**config.mk**
```make
export PLATFORM = sky130hd
export DESIGN_NAME = spatial_gate_fusion_unit_flat
export DESIGN_NICKNAME = d
export VERILOG_FILES = /design/src/rtl/spatial_gate_fusion_unit_pkg.sv /design/src/rtl/spatial_gate_fusion_unit_if.sv /design/src/rtl/spatial_gate_fusion_unit_gate_mult_round_sat.sv /design/src/rtl/spatial_gate_fusion_unit.sv /design/src/flat_wrapper.sv
export SDC_FILE = /design/constraint.sdc
export NUM_CORES = 1
export LEC_CHECK = 0
export ABC_AREA = 1
export CAP_MARGIN = 25
export CORE_AREA = 5 5 143 145
export CTS_BUF_LIST = sky130_fd_sc_hd__clkbuf_4
export CTS_CLUSTER_DIAMETER = 100
export DETAILED_ROUTE_END_ITERATION = 8
export DIE_AREA = 0 0 148 150
export PLACE_DENSITY = 0.75
export SETUP_SLACK_MARGIN = 0.05
export SYNTH_ARGS = -nofsm -noshare
export SYNTH_HDL_FRONTEND = slang
export SYNTH_SLANG_ARGS = --single-unit
```
**constraint.sdc**
```tcl
create_clock -name clk -period 6.4 [get_ports clk]
set_clock_uncertainty 0.05 [all_clocks]
set_input_delay 1.28 -clock clk [delete_from_list [all_inputs] [get_ports clk]]
set_output_delay 1.28 -clock clk [all_outputs]
set_load 0.05 [all_outputs]
```
**src/rtl/spatial_gate_fusion_unit_pkg.sv**
```systemverilog
// Shared constants, FSM encoding and fixed-point helpers for the spatial gate fusion unit.
// The *_D values are the block's default geometry.
package spatial_gate_fusion_unit_pkg;
    localparam int DATA_W_D    = 8;
    localparam int IN_CH_D     = 8;
    localparam int K_DIM_D     = 3;
    localparam int IMG_W_D     = 5;
    localparam int IMG_H_D     = 4;
    localparam int GATE_FRAC_D = 7;
    localparam int FM_ADDR_W_D = 10;
    localparam int GATE_RND_D  = 1 << (GATE_FRAC_D - 1);

    typedef enum logic [1:0] {S_IDLE, S_RUN, S_FLUSH, S_DONE} state_e;

    function automatic int rnd_const(input int frac);
        return (frac > 0) ? (1 << (frac - 1)) : 0;
    endfunction

    function automatic int sat_max(input int w);
        return (1 << (w - 1)) - 1;
    endfunction

    function automatic int sat_min(input int w);
        return -(1 << (w - 1));
    endfunction
endpackage

```
**src/rtl/spatial_gate_fusion_unit_if.sv**
```systemverilog
// Memory-side bus of the fusion unit: gate/feature read ports and output buffer write port.
// Signal prefixes are from the unit's (master) point of view.
interface spatial_gate_fusion_unit_if
    import spatial_gate_fusion_unit_pkg::*;
#(
    parameter int DATA_W    = DATA_W_D,
    parameter int FM_ADDR_W = FM_ADDR_W_D
);
    logic [FM_ADDR_W-1:0] o_gate_rd_addr;
    logic [DATA_W-1:0]    i_gate_rd_data;
    logic                 o_fm_rd_en;
    logic [FM_ADDR_W-1:0] o_fm_rd_addr;
    logic [DATA_W-1:0]    i_fm_rd_data;
    logic                 o_out_wr_en;
    logic [FM_ADDR_W-1:0] o_out_wr_addr;
    logic [DATA_W-1:0]    o_out_wr_data;

    modport master (
        output o_gate_rd_addr, o_fm_rd_en, o_fm_rd_addr,
        output o_out_wr_en, o_out_wr_addr, o_out_wr_data,
        input  i_gate_rd_data, i_fm_rd_data
    );

    modport slave (
        input  o_gate_rd_addr, o_fm_rd_en, o_fm_rd_addr,
        input  o_out_wr_en, o_out_wr_addr, o_out_wr_data,
        output i_gate_rd_data, i_fm_rd_data
    );
endinterface

```
**src/rtl/spatial_gate_fusion_unit_gate_mult_round_sat.sv**
```systemverilog
// Two-stage gated multiply: registered signed product, then round-half-up, shift and
// saturate into the output register. Valid travels alongside; everything holds when clk_en=0.
module gate_mult_round_sat
    import spatial_gate_fusion_unit_pkg::*;
#(
    parameter int DATA_W    = DATA_W_D,
    parameter int GATE_FRAC = GATE_FRAC_D
) (
    input  logic              clk,
    input  logic              rst_n,
    input  logic              i_clk_en,
    input  logic              i_vld,
    input  logic [DATA_W-1:0] i_fm,
    input  logic [DATA_W-1:0] i_gate,
    output logic              o_s1_vld,
    output logic              o_vld,
    output logic [DATA_W-1:0] o_data
);
    localparam int PW = 2 * DATA_W + 1;
    localparam logic signed [PW-1:0] RND  = PW'(rnd_const(GATE_FRAC));
    localparam logic signed [PW-1:0] SMAX = PW'(sat_max(DATA_W));
    localparam logic signed [PW-1:0] SMIN = PW'(sat_min(DATA_W));

    logic [1:0]                   r_vld_pipe;
    logic signed [2*DATA_W-1:0]   r_prod;
    logic [DATA_W-1:0]            r_data;
    logic signed [2*DATA_W-1:0]   w_fm_x, w_gate_x;
    logic signed [PW-1:0]         w_rnd;

    assign w_fm_x   = $signed({{DATA_W{i_fm[DATA_W-1]}}, i_fm});
    assign w_gate_x = $signed({{DATA_W{i_gate[DATA_W-1]}}, i_gate});
    // One guard bit above the product keeps the rounding add from wrapping.
    assign w_rnd    = ($signed({r_prod[2*DATA_W-1], r_prod}) + RND) >>> GATE_FRAC;

    always_ff @(posedge clk or negedge rst_n) begin
        if (!rst_n) begin
            r_vld_pipe <= '0;
            r_prod     <= '0;
            r_data     <= '0;
        end else if (i_clk_en) begin
            r_vld_pipe <= {r_vld_pipe[0], i_vld};
            r_prod     <= w_fm_x * w_gate_x;
            if (w_rnd > SMAX)      r_data <= SMAX[DATA_W-1:0];
            else if (w_rnd < SMIN) r_data <= SMIN[DATA_W-1:0];
            else                   r_data <= w_rnd[DATA_W-1:0];
        end
    end

    assign o_s1_vld = r_vld_pipe[0];
    assign o_vld    = r_vld_pipe[1];
    assign o_data   = r_data;
endmodule

```
**src/rtl/spatial_gate_fusion_unit.sv**
```systemverilog
// Walks the valid conv region of the feature map, reads each channel with its pixel's gate
// and streams gated samples to the output buffer in strictly sequential address order.
module spatial_gate_fusion_unit
    import spatial_gate_fusion_unit_pkg::*;
#(
    parameter int DATA_W    = DATA_W_D,
    parameter int IN_CH     = IN_CH_D,
    parameter int K_DIM     = K_DIM_D,
    parameter int IMG_W     = IMG_W_D,
    parameter int IMG_H     = IMG_H_D,
    parameter int GATE_FRAC = GATE_FRAC_D,
    parameter int FM_ADDR_W = FM_ADDR_W_D
) (
    input  logic clk,
    input  logic rst_n,
    input  logic i_clk_en,
    input  logic i_start,
    output logic o_done,
    output logic o_busy,
    spatial_gate_fusion_unit_if.master bus
);
    localparam int OFF  = K_DIM / 2;
    localparam int GH   = IMG_H - K_DIM + 1;
    localparam int GW   = IMG_W - K_DIM + 1;
    localparam int NPIX = GH * GW;
    localparam int N    = NPIX * IN_CH;
    localparam int CW   = FM_ADDR_W + 1;

    state_e               r_state, w_state_nxt;
    logic [FM_ADDR_W-1:0] r_p, r_row, r_col, r_ch;
    logic [FM_ADDR_W-1:0] r_fm_addr, r_gate_addr, r_out_addr;
    logic [CW-1:0]        r_wr_idx;
    logic [1:0]           r_vld_pipe;
    logic                 w_issue, w_ch_last, w_col_last, w_p_last;
    logic                 w_s1_vld, w_out_vld;
    logic [DATA_W-1:0]    w_out_data;
    logic [FM_ADDR_W-1:0] w_fm_addr;

    // Row/column counters avoid a divider for p/GW and p%GW.
    assign w_fm_addr  = FM_ADDR_W'(((int'(r_row) + OFF) * IMG_W + int'(r_col) + OFF) * IN_CH
                                   + int'(r_ch));
    assign w_ch_last  = (r_ch  == FM_ADDR_W'(IN_CH - 1));
    assign w_col_last = (r_col == FM_ADDR_W'(GW - 1));
    assign w_p_last   = (r_p   == FM_ADDR_W'(NPIX - 1));

    always_comb begin
        w_state_nxt = r_state;
        w_issue     = 1'b0;
        case (r_state)
            S_IDLE:  if (i_start) w_state_nxt = S_RUN;
            S_RUN: begin
                w_issue = 1'b1;
                if (w_ch_last && w_p_last) w_state_nxt = S_FLUSH;
            end
            S_FLUSH: if (r_wr_idx == CW'(N)) w_state_nxt = S_DONE;
            S_DONE:  w_state_nxt = S_IDLE;
            default: w_state_nxt = S_IDLE;
        endcase
    end

    always_ff @(posedge clk or negedge rst_n) begin
        if (!rst_n) begin
            r_state     <= S_IDLE;
            r_p         <= '0;
            r_row       <= '0;
            r_col       <= '0;
            r_ch        <= '0;
            r_fm_addr   <= '0;
            r_gate_addr <= '0;
            r_out_addr  <= '0;
            r_wr_idx    <= '0;
            r_vld_pipe  <= '0;
        end else if (i_clk_en) begin
            r_state    <= w_state_nxt;
            // Stage 0 is the registered read request; stage 1 marks memory data returning.
            r_vld_pipe <= {r_vld_pipe[0], w_issue};
            if (r_state == S_IDLE && i_start) begin
                r_p      <= '0;
                r_row    <= '0;
                r_col    <= '0;
                r_ch     <= '0;
                r_wr_idx <= '0;
            end else begin
                if (w_issue) begin
                    r_fm_addr   <= w_fm_addr;
                    r_gate_addr <= r_p;
                    if (w_ch_last) begin
                        r_ch <= '0;
                        r_p  <= r_p + 1'b1;
                        if (w_col_last) begin
                            r_col <= '0;
                            r_row <= r_row + 1'b1;
                        end else begin
                            r_col <= r_col + 1'b1;
                        end
                    end else begin
                        r_ch <= r_ch + 1'b1;
                    end
                end
                if (w_s1_vld) begin
                    r_out_addr <= r_wr_idx[FM_ADDR_W-1:0];
                    r_wr_idx   <= r_wr_idx + 1'b1;
                end
            end
        end
    end

    gate_mult_round_sat #(.DATA_W(DATA_W), .GATE_FRAC(GATE_FRAC)) u_mult (
        .clk      (clk),
        .rst_n    (rst_n),
        .i_clk_en (i_clk_en),
        .i_vld    (r_vld_pipe[1]),
        .i_fm     (bus.i_fm_rd_data),
        .i_gate   (bus.i_gate_rd_data),
        .o_s1_vld (w_s1_vld),
        .o_vld    (w_out_vld),
        .o_data   (w_out_data)
    );

    assign bus.o_fm_rd_en     = r_vld_pipe[0];
    assign bus.o_fm_rd_addr   = r_fm_addr;
    assign bus.o_gate_rd_addr = r_gate_addr;
    assign bus.o_out_wr_en    = w_out_vld;
    assign bus.o_out_wr_addr  = r_out_addr;
    assign bus.o_out_wr_data  = w_out_data;
    assign o_done             = (r_state == S_DONE);
    assign o_busy             = (r_state == S_RUN) || (r_state == S_FLUSH);
endmodule
```
**src/flat_wrapper.sv**
```systemverilog
// flat-port wrapper written by rule: the top's interface ports become plain ports
module spatial_gate_fusion_unit_flat import spatial_gate_fusion_unit_pkg::*;
#(
    parameter int DATA_W    = DATA_W_D,
    parameter int IN_CH     = IN_CH_D,
    parameter int K_DIM     = K_DIM_D,
    parameter int IMG_W     = IMG_W_D,
    parameter int IMG_H     = IMG_H_D,
    parameter int GATE_FRAC = GATE_FRAC_D,
    parameter int FM_ADDR_W = FM_ADDR_W_D
)
  (clk, rst_n, i_clk_en, i_start, o_done, o_busy, bus_o_gate_rd_addr, bus_o_fm_rd_en, bus_o_fm_rd_addr, bus_o_out_wr_en, bus_o_out_wr_addr, bus_o_out_wr_data, bus_i_gate_rd_data, bus_i_fm_rd_data);
  spatial_gate_fusion_unit_if #(.DATA_W(DATA_W), .FM_ADDR_W(FM_ADDR_W)) bus_i ();
  input  logic clk;
  input  logic rst_n;
  input  logic i_clk_en;
  input  logic i_start;
  output logic o_done;
  output logic o_busy;
  output wire logic [$bits(bus_i.o_gate_rd_addr)-1:0] bus_o_gate_rd_addr;
  output wire logic [$bits(bus_i.o_fm_rd_en)-1:0] bus_o_fm_rd_en;
  output wire logic [$bits(bus_i.o_fm_rd_addr)-1:0] bus_o_fm_rd_addr;
  output wire logic [$bits(bus_i.o_out_wr_en)-1:0] bus_o_out_wr_en;
  output wire logic [$bits(bus_i.o_out_wr_addr)-1:0] bus_o_out_wr_addr;
  output wire logic [$bits(bus_i.o_out_wr_data)-1:0] bus_o_out_wr_data;
  input wire logic [$bits(bus_i.i_gate_rd_data)-1:0] bus_i_gate_rd_data;
  input wire logic [$bits(bus_i.i_fm_rd_data)-1:0] bus_i_fm_rd_data;
  assign bus_o_gate_rd_addr = bus_i.o_gate_rd_addr;
  assign bus_o_fm_rd_en = bus_i.o_fm_rd_en;
  assign bus_o_fm_rd_addr = bus_i.o_fm_rd_addr;
  assign bus_o_out_wr_en = bus_i.o_out_wr_en;
  assign bus_o_out_wr_addr = bus_i.o_out_wr_addr;
  assign bus_o_out_wr_data = bus_i.o_out_wr_data;
  assign bus_i.i_gate_rd_data = bus_i_gate_rd_data;
  assign bus_i.i_fm_rd_data = bus_i_fm_rd_data;
  spatial_gate_fusion_unit #(.DATA_W(DATA_W), .IN_CH(IN_CH), .K_DIM(K_DIM), .IMG_W(IMG_W), .IMG_H(IMG_H), .GATE_FRAC(GATE_FRAC), .FM_ADDR_W(FM_ADDR_W)) u_core (.clk(clk), .rst_n(rst_n), .i_clk_en(i_clk_en), .i_start(i_start), .o_done(o_done), .o_busy(o_busy), .bus(bus_i));
endmodule
```
**Word level (Yosys, flattened, before mapping)**

Cells that the tools add are included.

- Bits in registers: 111
- Bits of input ports: 20
- Output and inout bits: 42
- Logic and storage cells: 76

- Add/subtract/negate cells: 10
- $mul: 2
- Order comparisons: 2
- Equal/unequal tests: 10
- Multiplexer cells: 23
- Bitwise operators: 1
- Reductions and logical operators: 15

Operator list:

| cell | count |
|---|---|
| 10-bit 2-to-1 mux | 14 |
| 10-bit by 1-bit adder with 10-bit output (second input constant) | 4 |
| 32-bit by 4-bit multiplier with 7-bit output (second input constant) | 1 |
| 11-bit 2-to-1 mux | 2 |
| 10-bit by 3-bit == test with 1-bit output (second input constant) | 2 |
| 16-bit by 8-bit adder with 17-bit output (second input constant) | 1 |
| 8-bit by 8-bit multiplier with 16-bit output | 1 |
| 8-bit 2-to-1 mux | 2 |
| 10-bit by 1-bit adder with 11-bit output (second input constant) | 1 |
| 11-bit by 1-bit adder with 11-bit output (second input constant) | 1 |
| 11-bit by 6-bit == test with 1-bit output (second input constant) | 1 |
| 10-bit adder | 1 |
| 10-bit by 2-bit == test with 1-bit output (second input constant) | 1 |
| 10-bit by 8-bit > comparator with 1-bit output (second input constant) | 1 |
| 10-bit by 8-bit < comparator with 1-bit output (second input constant) | 1 |
| 3-bit AND reduction | 3 |
| 2-bit one-hot mux with 4 select lines | 1 |
| 4-bit AND reduction | 2 |
| 2-bit nonzero test | 4 |
| 7-bit by 2-bit adder with 7-bit output (second input constant) | 1 |
| 7-bit adder | 1 |
| 2-bit 2-to-1 mux | 3 |
| 2-bit == test (second input constant) | 2 |
| 2-bit by 1-bit != test with 1-bit output (second input constant) | 2 |
| 8 further kinds | 10 |

**Logic depth before layout (Yosys ltp)**

Gate-level depths: netlist of run 1.

- Depth in word-level cells: 5
- Depth in mapped cells: 26
- Depth with buffers taken out: 26

**Cells and area by module**

A second synthesis of run 1 with hierarchy kept.

- Cells, all modules: 1,111
- Area, all modules: 8,490.6 sq um

Modules (own cells, without submodules):

| module | times used | cells an instance | area an instance (sq um) | seq. area each (sq um) |
|---|---|---|---|---|
| spatial_gate_fusion_unit | 1 | 562 | 4,752.1 | 2,052.0 |
| gate_mult_round_sat | 1 | 549 | 3,738.6 | 500.5 |

**Least setup slack after synthesis of run 1**

No wires, ideal clock.

- Kind: input to register
- Start point: in bus_i_gate_rd_data[2]
- End point: reg u_core.u_mult.r_prod[13]
- Setup time: 0.133 ns
- Data arrival time: 5.088 ns
- Data required time: 6.217 ns
- Slack: 1.129 ns
- Stages on the path: 17
- Path buffers: 1
- Cell sequence: clkbuf_1 nand2_1 inv_1 fa_1 inv_1 fa_1 fa_1 fa_1 inv_1 ha_1 a21oi_1 inv_1 a31oi_1 nand3_1 or2_2 nand3_1 o21ai_0

- Cells in the longest elaborated chain, start to end: 1

RTL lines:

| item | line | source |
|---|---|---|
| start: declaration | flat_wrapper.sv:26 | `input wire logic [$bits(bus_i.i_gate_rd_data)-1:0] bus_i_gate_rd_data;` |
| 8-bit by 8-bit multiplier with 16-bit output | spatial_gate_fusion_unit_gate_mult_round_sat.sv:42 | `r_prod <= w_fm_x * w_gate_x;` |
| end signal: assignment | spatial_gate_fusion_unit_gate_mult_round_sat.sv:42 |  |
| end: declaration | spatial_gate_fusion_unit_gate_mult_round_sat.sv:25 | `logic signed [2*DATA_W-1:0] r_prod;` |

Every way passes these cells.
A chain may end at the register's enable or synchronous reset.

**Final worst setup path of run 1**

- Start point: in bus_i_fm_rd_data[7]
- End point: reg u_core.u_mult.r_prod[13]

- Cells in the longest elaborated chain, start to end: 1

RTL lines:

| item | line | source |
|---|---|---|
| start: declaration | flat_wrapper.sv:27 | `input wire logic [$bits(bus_i.i_fm_rd_data)-1:0] bus_i_fm_rd_data;` |
| 8-bit by 8-bit multiplier with 16-bit output | spatial_gate_fusion_unit_gate_mult_round_sat.sv:42 |  |

Every way passes these cells.

==> results of run 1 <==
-- through the flow --
| stage | instance area (sq um) | hold WS [ns] |
|---|---|---|
| after floorplan | 8340 | 0.392 |
| after global placement | 9120 | 0.405 |
| after detailed placement | 9120 | 0.408 |
| after CTS | 9320 | 0.444 |
| after global routing | 9350 | 0.461 |
| final | 9350 | 0.441 |
-- power by group through the flow --
stage	clock, W	sequential [W]	combinational [W]
4_1_cts	0.000452	0.00106	0.00258
2_1_floorplan	0	0.00139	0.00159
6_report	0.000441	0.00106	0.00255
3_5_place_dp	0	0.00107	0.00257
3_3_place_gp	0	0.00106	0.00251
5_1_grt	0.000480	0.00109	0.00289
-- cell usage after synthesis (4+ instances only) --
cell type | instances | share of area
xor2_1 | 28 | 0.029
o22ai_1 | 5 | 0.0038
nand4_1 | 21 | 0.016
nor2_1 | 68 | 0.031
o21ai_1 | 6 | 0.0036
nor4_1 | 4 | 0.0030
inv_2 | 4 | 0.0018
o31ai_1 | 8 | 0.0072
buf_2 | 5 | 0.0030
inv_1 | 203 | 0.091
o21ai_2 | 8 | 0.0084
o21bai_1 | 4 | 0.0036
dfrtp_1 | 102 | 0.31
xnor2_1 | 8 | 0.0084
nand3_1 | 55 | 0.033
ha_1 | 57 | 0.086
a21oi_1 | 29 | 0.017
fa_1 | 58 | 0.14
nor3_1 | 13 | 0.0078
or2_2 | 4 | 0.0030
o21ai_0 | 58 | 0.035
nand2_1 | 270 | 0.12
clkbuf_1 | 18 | 0.0081
-- per-layer routing --
layer | up-vias | wire length [um] | track usage
met5 | - | 0 | 0
met1 | 3177 | 8170 | 0.226
li1 | 3424 | - | -
met3 | 20 | 721 | 0.0300
met2 | 141 | 8240 | 0.271
met4 | 0 | 299 | 0.0476
-- flip-flops by register name (all words and copies together), names as in the netlist --
name                       count
u_core.bus.o_out_wr_addr      10
u_core.r_vld_pipe              2
u_core.u_mult.r_prod          10
u_core.r_col                  10
u_core.r_p                    10
u_core.bus.o_fm_rd_addr       10
u_core.r_ch                   10
u_core.u_mult.o_data           8
u_core.r_wr_idx               11
u_core.r_row                   7
u_core.bus.o_gate_rd_addr     10
u_core.u_mult.r_vld_pipe       2
u_core.r_state                 2
-- layout make-up --
class / instances / area share
multi-input combinational: 731 / 0.521
sequential: 102 / 0.273
inverter: 207 / 0.0831
timing repair buffer: 64 / 0.0696
tap: 238 / 0.0319
clock inverter: 7 / 0.0138
clock buffer: 9 / 0.00723
-- cells by family (layout without fill, tap and decap cells) --
group	count (synthesis)	in the layout
fa+ha+maj	115	115
compound gates	128	128
buf+inv	235	287
simple gates	452	452
flops	102	102
xor+xnor	36	36
-- worst min-delay path, delay by kind of cell (launching register included) --
kind | cells | cell delay, ns
simple gates | 2 | 0.09
flops | 1 | 0.38
-- how the worst min path moves through the flow --
stage	depth (start not counted)	end
global placement	2	u_core.bus.o_fm_rd_addr[4]$_DFFE_PN0P_
floorplan	2	u_core.r_vld_pipe[1]$_DFFE_PN0P_
detailed placement	2	u_core.bus.o_fm_rd_addr[4]$_DFFE_PN0P_
finish	2	u_core.bus.o_fm_rd_addr[3]$_DFFE_PN0P_
global route	2	u_core.bus.o_fm_rd_addr[4]$_DFFE_PN0P_
CTS	2	u_core.bus.o_fm_rd_addr[4]$_DFFE_PN0P_
==> flow_summary.toml, run 1 <==
[final_layout]
nFillCells = 1855
finalNetCount = 1250
n_antenna_cell = 0
final_util = 0.490
regArea_sq_mm = 0.00255
final_common_cell = "nand2_1"
multi_input_comb_area_sq_mm = 0.00487
layout_common_cells = "nand2_1 (270), inv_1 (203), dfrtp_1 (102)"
drive_gt1_frac = 0.0438
instances_no_fill = 1358
area_growth_pct = 12.1

[route]
wl_per_cell_um = 12.8
vias_per_cell = 4.98
drcViolationCount = 0
routed_wl_um = 17400
first_pass_iters = 5
detail-route-antenna-nets = 0
num_vias = 6762
drtIter0Drc = 502

[job]
max_cap_viol_count = 0

[cts]
cts_setup_buffers = 0
holdBufCountCts = 0
clock_latency_ns = 0.48
cts_sinks = 102
cts_resized = 0
cts-htree-levels = 3
clk_pin_slew_ns = 0.16
cts_buffer_depth = 2
cts_buffers = 9
root_buffer = "clkbuf_4"
cts_tree = "built"

[worst_setup_path]
crit_fanout = 8
cp-end-kind = "flop"
arrival_ns = 5.83
crit_path_end = "u_core.u_mult.r_prod[13]$_DFFE_PN0P_"
r2r_setup_slack_ns = 2.56
path_depth = 19
cp-startpoint = "bus_i_fm_rd_data[7]"
cp_slowest_cell = "fa_1"
crit_top_cell = "inv_1"
startpoint_type = "primary input"
r2r-start = "u_core.r_row[0]$_DFFE_PN0P_"
cp.required_ns = 6.70
cpPeakStageDelay_ns = 0.59
crit_chain = "clkdlybuf4s50_1, nand2_1, inv_1, fa_1, inv_1, fa_1, inv_1, fa_1, inv_1, fa_1, inv_1, ha_1, a21oi_1, inv_1, a31oi_1, nand3_1, or2_2, nand3_1, o21ai_0"
crit_family = "adder cells"
path_buf_inv = 7
crit_type = "in -> reg"
r2r-end = "u_core.bus.o_fm_rd_addr[9]$_DFFE_PN0P_"
r2r_cells = 22

[sta]
fmax_mhz = 181
rsz0062_at_grt = "no"
max_slew_margin = 0.410
finalSetupTns_ns = 0
setup_viol = 0
period_minus_slack_ns = 5.53
finalHoldViolCount = 0
tightest_slew_ns = 0.883
fin_ws_ns = 0.874
fin_crit_sh = 0.863
slew_violations = 0

[power_and_ir_drop]
p_int_w = 0.00200
p_leak_nw = 4.83
p_seq_frac = 0.261
clkPwrFrac = 0.109
combPwrFrac = 0.630
ir_drop_mv = 0.271
p_sw_w = 0.00205
finalPower_w = 0.00405
powerDensity_mw_per_mm2 = 434
switching_share = 0.507

[logic_synthesis]
postSynthCellCount = 1068
synth_adder_area_share = 0.225
syn-num-nets = 1203
synth.distinct_cells = 42
synth_compound_area_frac = 0.0879
yosysSeqAreaShare = 0.306
syn_avg_cell_area_sq_um = 7.81
synthXorXnorAreaFrac = 0.0378
async_flop_share = 1.00
synth_area_sq_mm = 0.00834
yosys.area_share.simple = 0.234
yosys_warnings = 0
synth_edf_count = 0
synthMuxAreaShare = 0
synth-seq-cells = 102
synth-main-ff-cell = "dfrtp_1"
synth_top_family_by_area = "simple AND/OR/NAND/NOR gates"

[grt]
grt_overflow_total = 0
grt_max_degree = 77
antenna_found_initial = 0
grt_pass1_vias = 6776
grt_use_total = 0.165
grt_pass1_wl_um = 30900

[die]
coreArea_sq_mm = 0.0191
die-area_sq_mm = 0.0222
ios = 62
dieWidth_um = 148
die_h_um = 150
start_util = 0.437
rows = 51

[worst_hold_path]
hp-class = "reg -> reg"
hold_start = "u_core.bus.o_fm_rd_addr[3]$_DFFE_PN0P_"

[place]
place_inst = 1341
hpwl_um = 13600
portBuffers = 61
dp_slack_ns = 0.350
routabilityCongestion = 0.864

[run_status]
status = "completed"
(Power assumes the default switching activity.)
==> inputs of run 2 (changes only) <==
- GPL_TIMING_DRIVEN: default -> 0
- SKIP_CTS_REPAIR_TIMING: default -> 1
==> run 2 against run 1 <==
Against the previous run: register-to-register slack got worse by 0.04 ns; cell count rose by 1.1%; via count rose by 1.1%; critical path type unchanged; critical endpoint unchanged; clock power fell by 25%; critical path depth fell by 3; first-iteration DRC count fell by 26%; design area fell by 0.59%; largest power group unchanged; combinational power barely moved.
==> flow_summary.toml, run 2 (same netlist as run 1, synthesis figures left out) <==
[run_status]
status = "completed"

[route]
wl_per_cell_um = 12.7
num_vias = 6836
drtIter0Drc = 370
vias_per_cell = 4.98
detail-route-antenna-nets = 0
first_pass_iters = 5
drcViolationCount = 0
routed_wl_um = 17400

[worst_setup_path]
crit_fanout = 7
cp-end-kind = "flop"
startpoint_type = "primary input"
arrival_ns = 5.72
r2r_setup_slack_ns = 2.52
crit_type = "in -> reg"
cp.required_ns = 6.72

[die]
rows = 51
die_h_um = 150
coreArea_sq_mm = 0.0191
die-area_sq_mm = 0.0222
ios = 62
dieWidth_um = 148
start_util = 0.437

[final_layout]
largest_register_ffs = 11
layout_common_cells = "nand2_1 (270), inv_1 (203), dfrtp_1 (102)"
multi_input_comb_area_sq_mm = 0.00487
area_growth_pct = 11.4
final_common_cell = "nand2_1"
finalNetCount = 1265
regArea_sq_mm = 0.00255
drive_gt1_frac = 0.0467
nFillCells = 1803
regMostFlops = "u_core.r_wr_idx"

[cts]
cts-htree-levels = 3
clk_pin_slew_ns = 0.15
cts_sinks = 102
cts_buffers = 9
clock_latency_ns = 0.48
cts_buffer_depth = 2
root_buffer = "clkbuf_4"
cts_tree = "built"

[place]
portBuffers = 50
routabilityCongestion = 0.884
hpwl_um = 13900
dp_slack_ns = 0.485

[grt]
grt_overflow_total = 0
grt_max_degree = 72
grt_use_total = 0.166
grt_pass1_vias = 6743
grt_pass1_wl_um = 31100
antenna_found_initial = 0

[sta]
finalHoldViolCount = 0
fin_ws_ns = 1.00
tightest_slew_ns = 0.540
fmax_mhz = 185
max_slew_margin = 0.639
fin_crit_sh = 0.843
period_minus_slack_ns = 5.40
setup_viol = 0
rsz0062_at_grt = "no"
slew_violations = 0
finalSetupTns_ns = 0

[power_and_ir_drop]
p_leak_nw = 4.82
powerDensity_mw_per_mm2 = 427
ir_drop_mv = 0.287

[worst_hold_path]
hp-class = "reg -> reg"

[job]
max_cap_viol_count = 0
-- run 2: changes by cell type in the layout (fill, tap and decap cells not counted), moves of 2 or more --
cell,change
inv_8,-2
buf_6,+3
clkinv_1,+2
clkdlybuf4s50_1,-11
bufinv_16,-2
buf_2,+5
clkbuf_1,+18
-- run 2: path summary, 6_finish.rpt --
path / start / end / cells after the start
max in group asynchronous: rst_n / u_core.r_col[1]$_DFFE_PN0P_ / 2
min in group asynchronous: rst_n / u_core.r_row[0]$_DFFE_PN0P_ / 1
setup / recovery: bus_i_gate_rd_data[7] / u_core.u_mult.r_prod[13]$_DFFE_PN0P_ / 16
hold reg to reg: u_core.bus.o_fm_rd_addr[4]$_DFFE_PN0P_ / u_core.bus.o_fm_rd_addr[4]$_DFFE_PN0P_ / 2
setup reg to reg: u_core.r_row[0]$_DFFE_PN0P_ / u_core.bus.o_fm_rd_addr[9]$_DFFE_PN0P_ / 21
hold / removal: u_core.bus.o_fm_rd_addr[4]$_DFFE_PN0P_ / u_core.bus.o_fm_rd_addr[4]$_DFFE_PN0P_ / 2
-- run 2: through the flow --
stage,std cells,instance area (sq um),hold slack (ns),power [W],utilization
after floorplan,1068,8340,0.392,0.00298,-
after CTS,1372,9290,0.440,0.00400,0.487
after global routing,1372,9290,0.474,0.00438,0.487
after global placement,1356,9140,0.405,0.00360,0.479
final,1373,9290,0.434,0.00397,0.487
after detailed placement,1357,9160,0.408,0.00365,0.480
-- run 2: routing by layer --
metal,vias to the layer above,share of wire,track usage
met4,0,0.016,0.0383
met1,3221,0.46,0.223
met2,135,0.48,0.280
met5,-,0,0
li1,3457,-,-
met3,23,0.044,0.0318
-- run 2: final cells by class --
type | instances | share of cell area
tap | 238 | 0.0320
multi-input combinational | 731 | 0.524
inverter | 207 | 0.0836
clock buffer | 10 | 0.00808
timing repair buffer | 51 | 0.0566
antenna | 1 | 0.000269
sequential | 102 | 0.275
buffer | 28 | 0.0148
clock inverter | 5 | 0.00552
-- run 2: critical path, cell delays in order --
cell	delay, ns
clkdlybuf4s50_1	0.54
inv_1	0.14
or2_2	0.32
fa_1	0.51
fa_1	0.54
fa_1	0.52
fa_1	0.54
inv_1	0.04
ha_1	0.35
a21oi_1	0.19
o21ai_0	0.11
nand2_1	0.07
nand3_1	0.11
or2_2	0.30
nand3_1	0.07
o21ai_0	0.08
-- run 2: where the power goes --
part	internal, W	leakage [nW]	switching (W)
sequential	0.000865	1.33	0.000193
combinational	0.000938	3.42	0.00164
clock	0.000119	0.0713	0.000211
